## config.mk

```make
export PLATFORM = sky130hd
export DESIGN_NAME = drum_step_sequencer
export DESIGN_NICKNAME = d
export VERILOG_FILES = /design/src/rtl/drum_seq_pkg.sv /design/src/rtl/bpm_tick_gen.sv /design/src/rtl/drum_step_sequencer.sv
export SDC_FILE = /design/constraint.sdc
export NUM_CORES = 1
export LEC_CHECK = 0
export ABC_CLOCK_PERIOD_IN_PS = 5500
export CAP_MARGIN = 30
export CORE_MARGIN = 2
export CORE_UTILIZATION = 43
export CTS_CLUSTER_DIAMETER = 60
export DETAILED_ROUTE_END_ITERATION = 12
export PLACE_DENSITY = 0.69
export SYNTH_ARGS = -nofsm -noshare
export SYNTH_HDL_FRONTEND = slang
export SYNTH_SLANG_ARGS = --single-unit
```

## constraint.sdc

```tcl
create_clock -name clk -period 5.5 [get_ports clk]
set_input_delay 0.825 -clock clk [delete_from_list [all_inputs] [get_ports clk]]
set_output_delay 0.825 -clock clk [all_outputs]
set_load 0.005 [all_outputs]
```

## src/rtl/drum_seq_pkg.sv

```systemverilog
// Shared types and elaboration-time helpers for the drum step sequencer.
package drum_seq_pkg;

  typedef enum logic {
    ST_IDLE = 1'b0,
    ST_PLAY = 1'b1
  } state_t;

  // Ceiling log2 for parameter derivation; clog2(1) = 0.
  function automatic int clog2(input longint unsigned v);
    int r;
    r = 0;
    for (int i = 0; i < 63; i++)
      if ((64'd1 << i) < v) r = i + 1;
    return r;
  endfunction

  // Phase accumulator modulus: clock cycles per minute.
  function automatic longint unsigned den_f(input longint unsigned clk_hz);
    return clk_hz * 64'd60;
  endfunction

  // One spare bit so acc + inc never wraps.
  function automatic int acc_w_f(input longint unsigned clk_hz);
    return clog2(den_f(clk_hz)) + 1;
  endfunction

endpackage

```

## src/rtl/bpm_tick_gen.sv

```systemverilog
// Exact-rate step tick: adds inc every enabled cycle and wraps at DEN.
module bpm_tick_gen
  import drum_seq_pkg::*;
#(
  parameter longint unsigned DEN   = den_f(100),
  parameter int              ACC_W = acc_w_f(100)
) (
  input  logic             clk,
  input  logic             reset,
  input  logic             clr,
  input  logic             en,
  input  logic [ACC_W-1:0] inc,
  output logic             tick
);

  localparam logic [ACC_W:0] DEN_V = (ACC_W+1)'(DEN);

  logic [ACC_W-1:0] acc;
  logic [ACC_W:0]   sum;

  // Full-width sum so the compare never sees a wrapped value.
  assign sum  = {1'b0, acc} + {1'b0, inc};
  assign tick = en && (sum >= DEN_V);

  // Phase register; clr (start/stop) restarts the phase from zero.
  always_ff @(posedge clk or posedge reset) begin
    if (reset)     acc <= '0;
    else if (clr)  acc <= '0;
    else if (en)   acc <= tick ? ACC_W'(sum - DEN_V) : sum[ACC_W-1:0];
  end

endmodule

```

## src/rtl/drum_step_sequencer.sv

```systemverilog
// N-channel, S-step pattern sequencer with double-buffered pattern banks.
module drum_step_sequencer
  import drum_seq_pkg::*;
#(
  parameter int          NUM_CH         = 4,
  parameter int          NUM_STEPS      = 8,
  parameter int unsigned CLK_HZ         = 50_000_000,
  parameter int          STEPS_PER_BEAT = 2,
  parameter int          BPM_W          = 8,
  localparam int         STEP_W         = clog2(NUM_STEPS),
  localparam int         CH_W           = (NUM_CH > 1) ? clog2(NUM_CH) : 1
) (
  input  logic                 clk,
  input  logic                 reset,
  input  logic                 start,
  input  logic                 stop,
  input  logic                 pat_we,
  input  logic [CH_W-1:0]      pat_ch,
  input  logic [NUM_STEPS-1:0] pat_data,
  input  logic                 bpm_we,
  input  logic [BPM_W-1:0]     bpm_in,
  output logic [NUM_CH-1:0]    trig,
  output logic [STEP_W-1:0]    step,
  output logic                 playing,
  output logic                 bar_start,
  output logic [BPM_W-1:0]     bpm_out
);

  localparam longint unsigned DEN   = den_f(64'(CLK_HZ));
  localparam int              ACC_W = acc_w_f(64'(CLK_HZ));

  state_t state, state_nxt;
  logic [NUM_CH-1:0][NUM_STEPS-1:0] shadow, active;
  logic [ACC_W-1:0]  inc;
  logic [STEP_W-1:0] step_nxt;
  logic [NUM_CH-1:0] col_nxt, col_act0, col_shd0;
  logic tick, enter, leave, wrap, ch_ok;

  assign inc      = ACC_W'(bpm_out) * ACC_W'(STEPS_PER_BEAT);
  assign step_nxt = (step == STEP_W'(NUM_STEPS-1)) ? '0 : step + 1'b1;
  assign wrap     = tick && (step_nxt == '0);
  assign ch_ok    = int'(pat_ch) < NUM_CH;

  // Per-channel hit bits for the upcoming step and for step 0 of either bank.
  for (genvar c = 0; c < NUM_CH; c++) begin : g_col
    assign col_nxt[c]  = active[c][step_nxt];
    assign col_act0[c] = active[c][0];
    assign col_shd0[c] = shadow[c][0];
  end

  bpm_tick_gen #(.DEN(DEN), .ACC_W(ACC_W)) u_tick (
    .clk   (clk),
    .reset (reset),
    .clr   (enter || leave),
    .en    (state == ST_PLAY && !stop),
    .inc   (inc),
    .tick  (tick)
  );

  // State register.
  always_ff @(posedge clk or posedge reset) begin
    if (reset) state <= ST_IDLE;
    else       state <= state_nxt;
  end

  // Next state: stop dominates start; start in PLAY is ignored.
  always_comb begin
    state_nxt = state;
    enter     = 1'b0;
    leave     = 1'b0;
    case (state)
      ST_IDLE: if (start && !stop) begin state_nxt = ST_PLAY; enter = 1'b1; end
      ST_PLAY: if (stop)           begin state_nxt = ST_IDLE; leave = 1'b1; end
      default: state_nxt = ST_IDLE;
    endcase
  end

  // Step counter and registered trigger/bar pulses.
  always_ff @(posedge clk or posedge reset) begin
    if (reset) begin
      step      <= '0;
      trig      <= '0;
      bar_start <= 1'b0;
      playing   <= 1'b0;
    end else begin
      trig      <= '0;
      bar_start <= 1'b0;
      playing   <= (state_nxt == ST_PLAY);
      if (leave) begin
        step <= '0;
      end else if (enter) begin
        step      <= '0;
        trig      <= col_act0;
        bar_start <= 1'b1;
      end else if (tick) begin
        step      <= step_nxt;
        trig      <= wrap ? col_shd0 : col_nxt;
        bar_start <= wrap;
      end
    end
  end

  // Pattern banks: edits go live immediately in IDLE, at the next bar in PLAY.
  always_ff @(posedge clk or posedge reset) begin
    if (reset) begin
      shadow <= '0;
      active <= '0;
    end else begin
      if (wrap) active <= shadow;
      if (pat_we && ch_ok) begin
        shadow[pat_ch] <= pat_data;
        if (state == ST_IDLE) active[pat_ch] <= pat_data;
      end
    end
  end

  // Tempo register; takes effect on the accumulator the cycle after the write.
  always_ff @(posedge clk or posedge reset) begin
    if (reset)       bpm_out <= '0;
    else if (bpm_we) bpm_out <= bpm_in;
  end

endmodule

```

* After elaboration in Yosys (flattened, before gate mapping)
Cells that the tools add are included.
Storage, ports and cells: output and inout bits 17, register bits after elaboration 114, logic and storage cells 68, input port bits 24
Cells by class: magnitude comparators 4, add/sub/neg operators 3, eq/ne operators 1, muxes and demuxes 35, reductions and logical operators 10, bitwise operators 1
Operator list (count):
- $mux W33 | 3
- $mux W32 | 3
- $bwmux W32 | 2
- $add A33 B9 Y34 | 1
- $ge A34 B32 Y1 const B | 1
- $sub A33 B32 Y33 const B | 1
- $demux W8 S2 | 1
- $mux W4 | 4
- $bmux W1 S3 | 4
- $mux W1 | 12
- $mux W3 | 4
- $mux W8 | 1
- $logic_and A1 B1 Y1 | 5
- $lt A3 B4 Y1 const B | 1
- $add A3 B1 Y3 const B | 1
- $eq A3 B3 Y1 const B | 1
- $logic_not A3 Y1 | 1
- $lt A2 B3 Y1 const B | 1
- $reduce_bool A3 Y1 | 1
- $ge A2 B1 Y1 const B | 1
- $pmux W1 S2 | 1
- $reduce_bool A2 Y1 | 1
- $logic_not A1 Y1 | 1
- $logic_or A1 B1 Y1 | 1
- $not A1 Y1 | 1

* Logic depth before layout (Yosys ltp)
depth in word-level cells 8, mapped depth 16, mapped depth without buffers 15

* By module
A second synthesis with hierarchy kept.
Unflattened totals: cell total of the unflattened synthesis 840, area total of the unflattened synthesis 7963.9 µm²
By module, submodules not included:
- bpm_tick_gen | cells an instance 546, seq. area each 825.8 µm², area an instance 4166.5 µm², times used 1
- drum_step_sequencer | cells an instance 294, seq. area each 2026.9 µm², area an instance 3797.4 µm², times used 1

* Worst setup path before layout
Ideal clock, no wire load.
path type reg-to-reg, start point register bpm_out[0], end point register u_tick.acc[25], slack 1585 ps, data required time 5381 ps, stages on the path, launching flop included 16, arrival time 3797 ps, clock period less this slack 3915 ps, path buffers 0, cell sequence dfrtp_1 > ha_1 > fa_1 > a211oi_1 > nor3_1 > nor4_2 > ha_1 > inv_1 > or3_1 > o311ai_0 > o311a_1 > o31ai_1 > o21ai_0 > and3_1 > o31ai_1 > a21bo_1
Between the ends: longest elaborated chain between the ends 6
RTL lines:
- from (decl) | line drum_step_sequencer.sv:26 | output logic [BPM_W-1:0] bpm_out
- from (signal assigned) | line drum_step_sequencer.sv:120 | else if (bpm_we) bpm_out <= bpm_in;
- $add A33 B9 Y34 * | line bpm_tick_gen.sv:22 | assign sum = {1'b0, acc} + {1'b0, inc};
- $ge A34 B32 Y1 | line bpm_tick_gen.sv:23 | assign tick = en && (sum >= DEN_V);
- $logic_and A1 B1 Y1 | line bpm_tick_gen.sv:23
- $mux W33 * (2 in a row) | line bpm_tick_gen.sv:29 | else if (en) acc <= tick ? ACC_W'(sum - DEN_V) : sum[ACC_W-1:0];
- $mux W33 * | line bpm_tick_gen.sv:28 | else if (clr) acc <= '0;
- to (signal assigned) | line bpm_tick_gen.sv:29
- to (decl) | line bpm_tick_gen.sv:18 | logic [ACC_W-1:0] acc;
Every way passes the cells marked *; elsewhere a longest branch is shown, timed or not. The select of a mux whose other input is x is not followed. A chain may end at the register's enable or synchronous reset.

* Worst setup path in the final report
start point register bpm_out[0], end point register active[24] in the netlist's numbering
Between the ends: longest elaborated chain between the ends 8
RTL lines:
- $add A33 B9 Y34 * | line bpm_tick_gen.sv:22
- $ge A34 B32 Y1 * | line bpm_tick_gen.sv:23
- $logic_and A1 B1 Y1 * | line bpm_tick_gen.sv:23
- $logic_and A1 B1 Y1 * | line drum_step_sequencer.sv:41 | assign wrap = tick && (step_nxt == '0);
- $mux W32 * | line drum_step_sequencer.sv:109 | if (wrap) active <= shadow;
- $bwmux W32 | line drum_step_sequencer.sv:112 | if (state == ST_IDLE) active[pat_ch] <= pat_data;
- $mux W32 | line drum_step_sequencer.sv:112
- $mux W32 * | line drum_step_sequencer.sv:110 | if (pat_we && ch_ok) begin
- to (signal assigned) | line drum_step_sequencer.sv:109
- to (signal, indexed assignment) | line drum_step_sequencer.sv:112
- to (decl) | line drum_step_sequencer.sv:33 | logic [NUM_CH-1:0][NUM_STEPS-1:0] shadow, active;
Every way passes the cells marked *; elsewhere a longest branch is shown, timed or not.

==> key figures <==
Global routing
  – Total GRT Usage: 21.69%
  – Initial antenna violation count: 0
  – Largest net degree at the start of global routing: 75
  – First-pass GRT wire length: 28.67 mm
  – Vias in the first global route: 5487
  – Grt ovf: 0

CTS
  – Resize count post-CTS: 0
  – CTS H-tree lvls: 4
  – Clock buffer depth: 2
  – Postcts setup bufs: 0
  – Clock Latency Late Sink: 420 ps
  – Cts hold-fix bufs: 0
  – Root Driver: clkbuf_16
  – CTS buffer count: 17
  – CTS tree: built
  – Worst-path clk slew: 60 ps
  – Clock Sinks: 113

Route
  – Final WL: 17.44 mm
  – Post-route DRC: 0
  – WL/cell: 18.55 um
  – Pre-Repair DR Iteration Count: 6
  – Initial drt markers: 565
  – Post-route ant nets: 0
  – Via count: 5577
  – Average via count per standard cell: 5.933

Setup path
  – Reg2reg path depth: 13
  – Worst Path Buf+Inv: 1
  – Kind of critical path: reg2reg
  – Crit Reg-Reg Startpoint: bpm_out[0]$_DFFE_PP0P_
  – CP delay by family, top: simple AND/OR/NAND/NOR gates
  – Crit start category: flop
  – Crit path arrival time: 5190 ps
  – Stages on worst setup path: 13
  – Crit. End Element: flop
  – Slowest stage delay, CP: 550 ps
  – Crit path max fanout: 33
  – Critical path's slowest cell: or4b_4
  – Crit path launch: bpm_out[0]$_DFFE_PP0P_
  – CP Data Required Time: 5780 ps
  – CP Cell Sequence: ha_1 -> fa_1 -> a211oi_1 -> nor3_1 -> nor4_2 -> or4b_4 -> a21boi_4 -> o311ai_4 -> a21o_1 -> nor4b_4 -> buf_4 -> mux2i_1 -> a21oi_1

Synthesis
  – Avg Cell Area, Syn: 10.05 sq um
  – Async SR Flop Fraction: 100.0%
  – Syn Nets: 718
  – Distinct cells, synth: 77
  – Seq/Total Area, Yosys: 41.32%
  – Top FF cell, synth: dfrtp_1
  – Syn Std Cell Area: 6844 sq um
  – FF+latch count, synth: 113
  – Mapped Cells: 681
  – Number of flops mapped to enable cells by yosys: 0
  – Warnings from Yosys: 0

Die
  – Horiz. Die Dim: 130.2 um
  – FP Rows: 46
  – Die area: 16940 sq um
  – Core area: 15710 sq um
  – Starting Density: 43.56%
  – Chip height: 130.2 um
  – IO Pins: 41

Hold path
  – Hold path startpoint: u_tick.acc[4]$_DFFE_PP0P_
  – Hold WC Path Type: reg2reg
  – Hold Path Depth: 2

Placement
  – Post-DP HPWL: 11.85 mm
  – GP Congestion: 1.010
  – Placed cell area: 7408 sq um
  – PortBufs: 40
  – Post-placement setup slack: 714.7 ps

Timing
  – Slew HR: 37.57%
  – Final setup fails: 0
  – RSZ-0062 raised after global routing: no
  – Hold WS: 487.4 ps
  – Max Freq: 203.5 MHz
  – Final WS setup: 586.0 ps
  – Final min period: 4914 ps
  – Measured slew at the worst slew-check pin: 932.9 ps
  – Fin crit share: 89.35%
  – Final Slew Violations: 0
  – Final Hold Vio Count: 0
  – Sum Neg Setup Slack: 0 ps
  – Clock skew: 7.175 ps

Cells and area
  – Share of layout cells above drive strength 1: 15.75%
  – Final Cell Area: 8048 sq um
  – Ant. Diodes: 0
  – Core Util, Final: 51.22%
  – Synth-to-Final Area Change: 17.59%
  – Nets: 749

Pwr
  – Pwr dens: 330.8 nW/um^2
  – Worst vdd ir: 262.1 uV
  – Leakage: 0.003204 uW

Flow run
  – MaxCap Viol Count: 0

Outcome
  – Run status: completed
-- registers in the layout, indices dropped and copies added, names as in the netlist --
name and cells:
active 32, bar_start 1, bpm_out 8, col_shd0 4, playing 1, shadow 28, step 3, trig 4
u_tick.acc 32
-- tightest hold or removal path: cells and delay by family (launching register included) --
kind / cells / cell delay (ps)
flops: 1 / 340
compound gates: 1 / 60
simple gates: 1 / 50
-- synthesized netlist by cell type (all sizes together), types with 7 or more instances --
library cell,n,area share [%]
a21oi,36,2.7
nand2,68,3.7
nand3,15,1.2
nor3,14,1.0
dfrtp,113,41
and3,8,0.73
inv,12,0.66
xnor2,18,2.4
ha,12,2.2
a211oi,8,1.0
a22o,7,0.90
clkbuf,16,0.91
mux4,8,2.6
o21ai,64,4.7
mux2i,39,5.7
a21o,8,0.88
nand4,11,1.2
nor4,9,1.0
nor2,41,2.2
xor2,15,1.9
mux2,43,7.1
buf,22,2.0
-- report_power, final --
group          total (uW)  leakage, uW  switching, uW  internal, uW
sequential           1010      0.00143           68.1           944
clock                1200     0.000302            393           804
combinational         453      0.00148            251           202
total                2660      0.00320            712          1950
-- metal layers --
layer	share of wire [%]	GRT usage, %	wire length [um]
met4	1.9	6.262	337
met1	43	27.38	7416
met3	5.3	5.781	932
met5	0	0	0
met2	50	36.71	8751
-- per-stage QoR --
stage | cells | power (uW)
after global placement | 908 | 1443
after CTS | 940 | 2670
final | 940 | 2662
after global routing | 940 | 2774
after floorplan | 681 | 1328
after detailed placement | 909 | 1469
-- cell usage in the layout (no fill, tap or decap), drive strengths merged, types with 4 or more instances in the layout --
cell type,synthesis,routed
a21oi,36,36
inv,12,12
buf,22,10
or2,4,4
nor2,41,41
dfrtp,113,113
xor2,15,15
a211oi,8,8
nand2,68,68
a21boi,4,4
nor4,9,9
o21ai,64,64
a32o,5,5
o31ai,4,4
clkbuf,16,23
bufinv,0,4
nand4,11,11
o21bai,4,4
nor3,14,14
mux4,8,8
a2111oi,6,6
and3,8,8
mux2,43,43
xnor2,18,18
or3,6,6
a32oi,4,4
and2,5,5
nand3,15,15
a31oi,5,5
o211ai,6,6
clkdlybuf4s50,0,40
a22o,7,7
a21o,8,8
mux2i,39,39
ha,12,12
-- logic make-up after synthesis --
kind of cell | share of synthesized area (%)
simple gates | 14.53
compound gates | 18.34
flops | 41.32
mux | 15.47
buf+inv | 3.528
xor+xnor | 4.333
fa+ha+maj | 2.486
-- path summary, 6_finish.rpt --
check	to	slack [ps]
worst max-delay path	active[24]$_DFF_PP0_	590
worst max register to register	active[24]$_DFF_PP0_	590
worst min-delay path	u_tick.acc[4]$_DFFE_PP0P_	490
worst min register to register	u_tick.acc[4]$_DFFE_PP0P_	490
max in group asynchronous	u_tick.acc[29]$_DFFE_PP0P_	3490
min in group asynchronous	trig[2]$_DFF_PP0_	950
-- cell type report --
type                       count  area (sq um)
fill                        1402          7665
multi-input combinational    518          3787
sequential                   113          2828
clock buffer                  23         488.0
timing repair buffer          50         475.5
tap                          216         270.3
clock inverter                 8         151.4
inverter                      12         47.55
(Power assumes the default switching activity.)
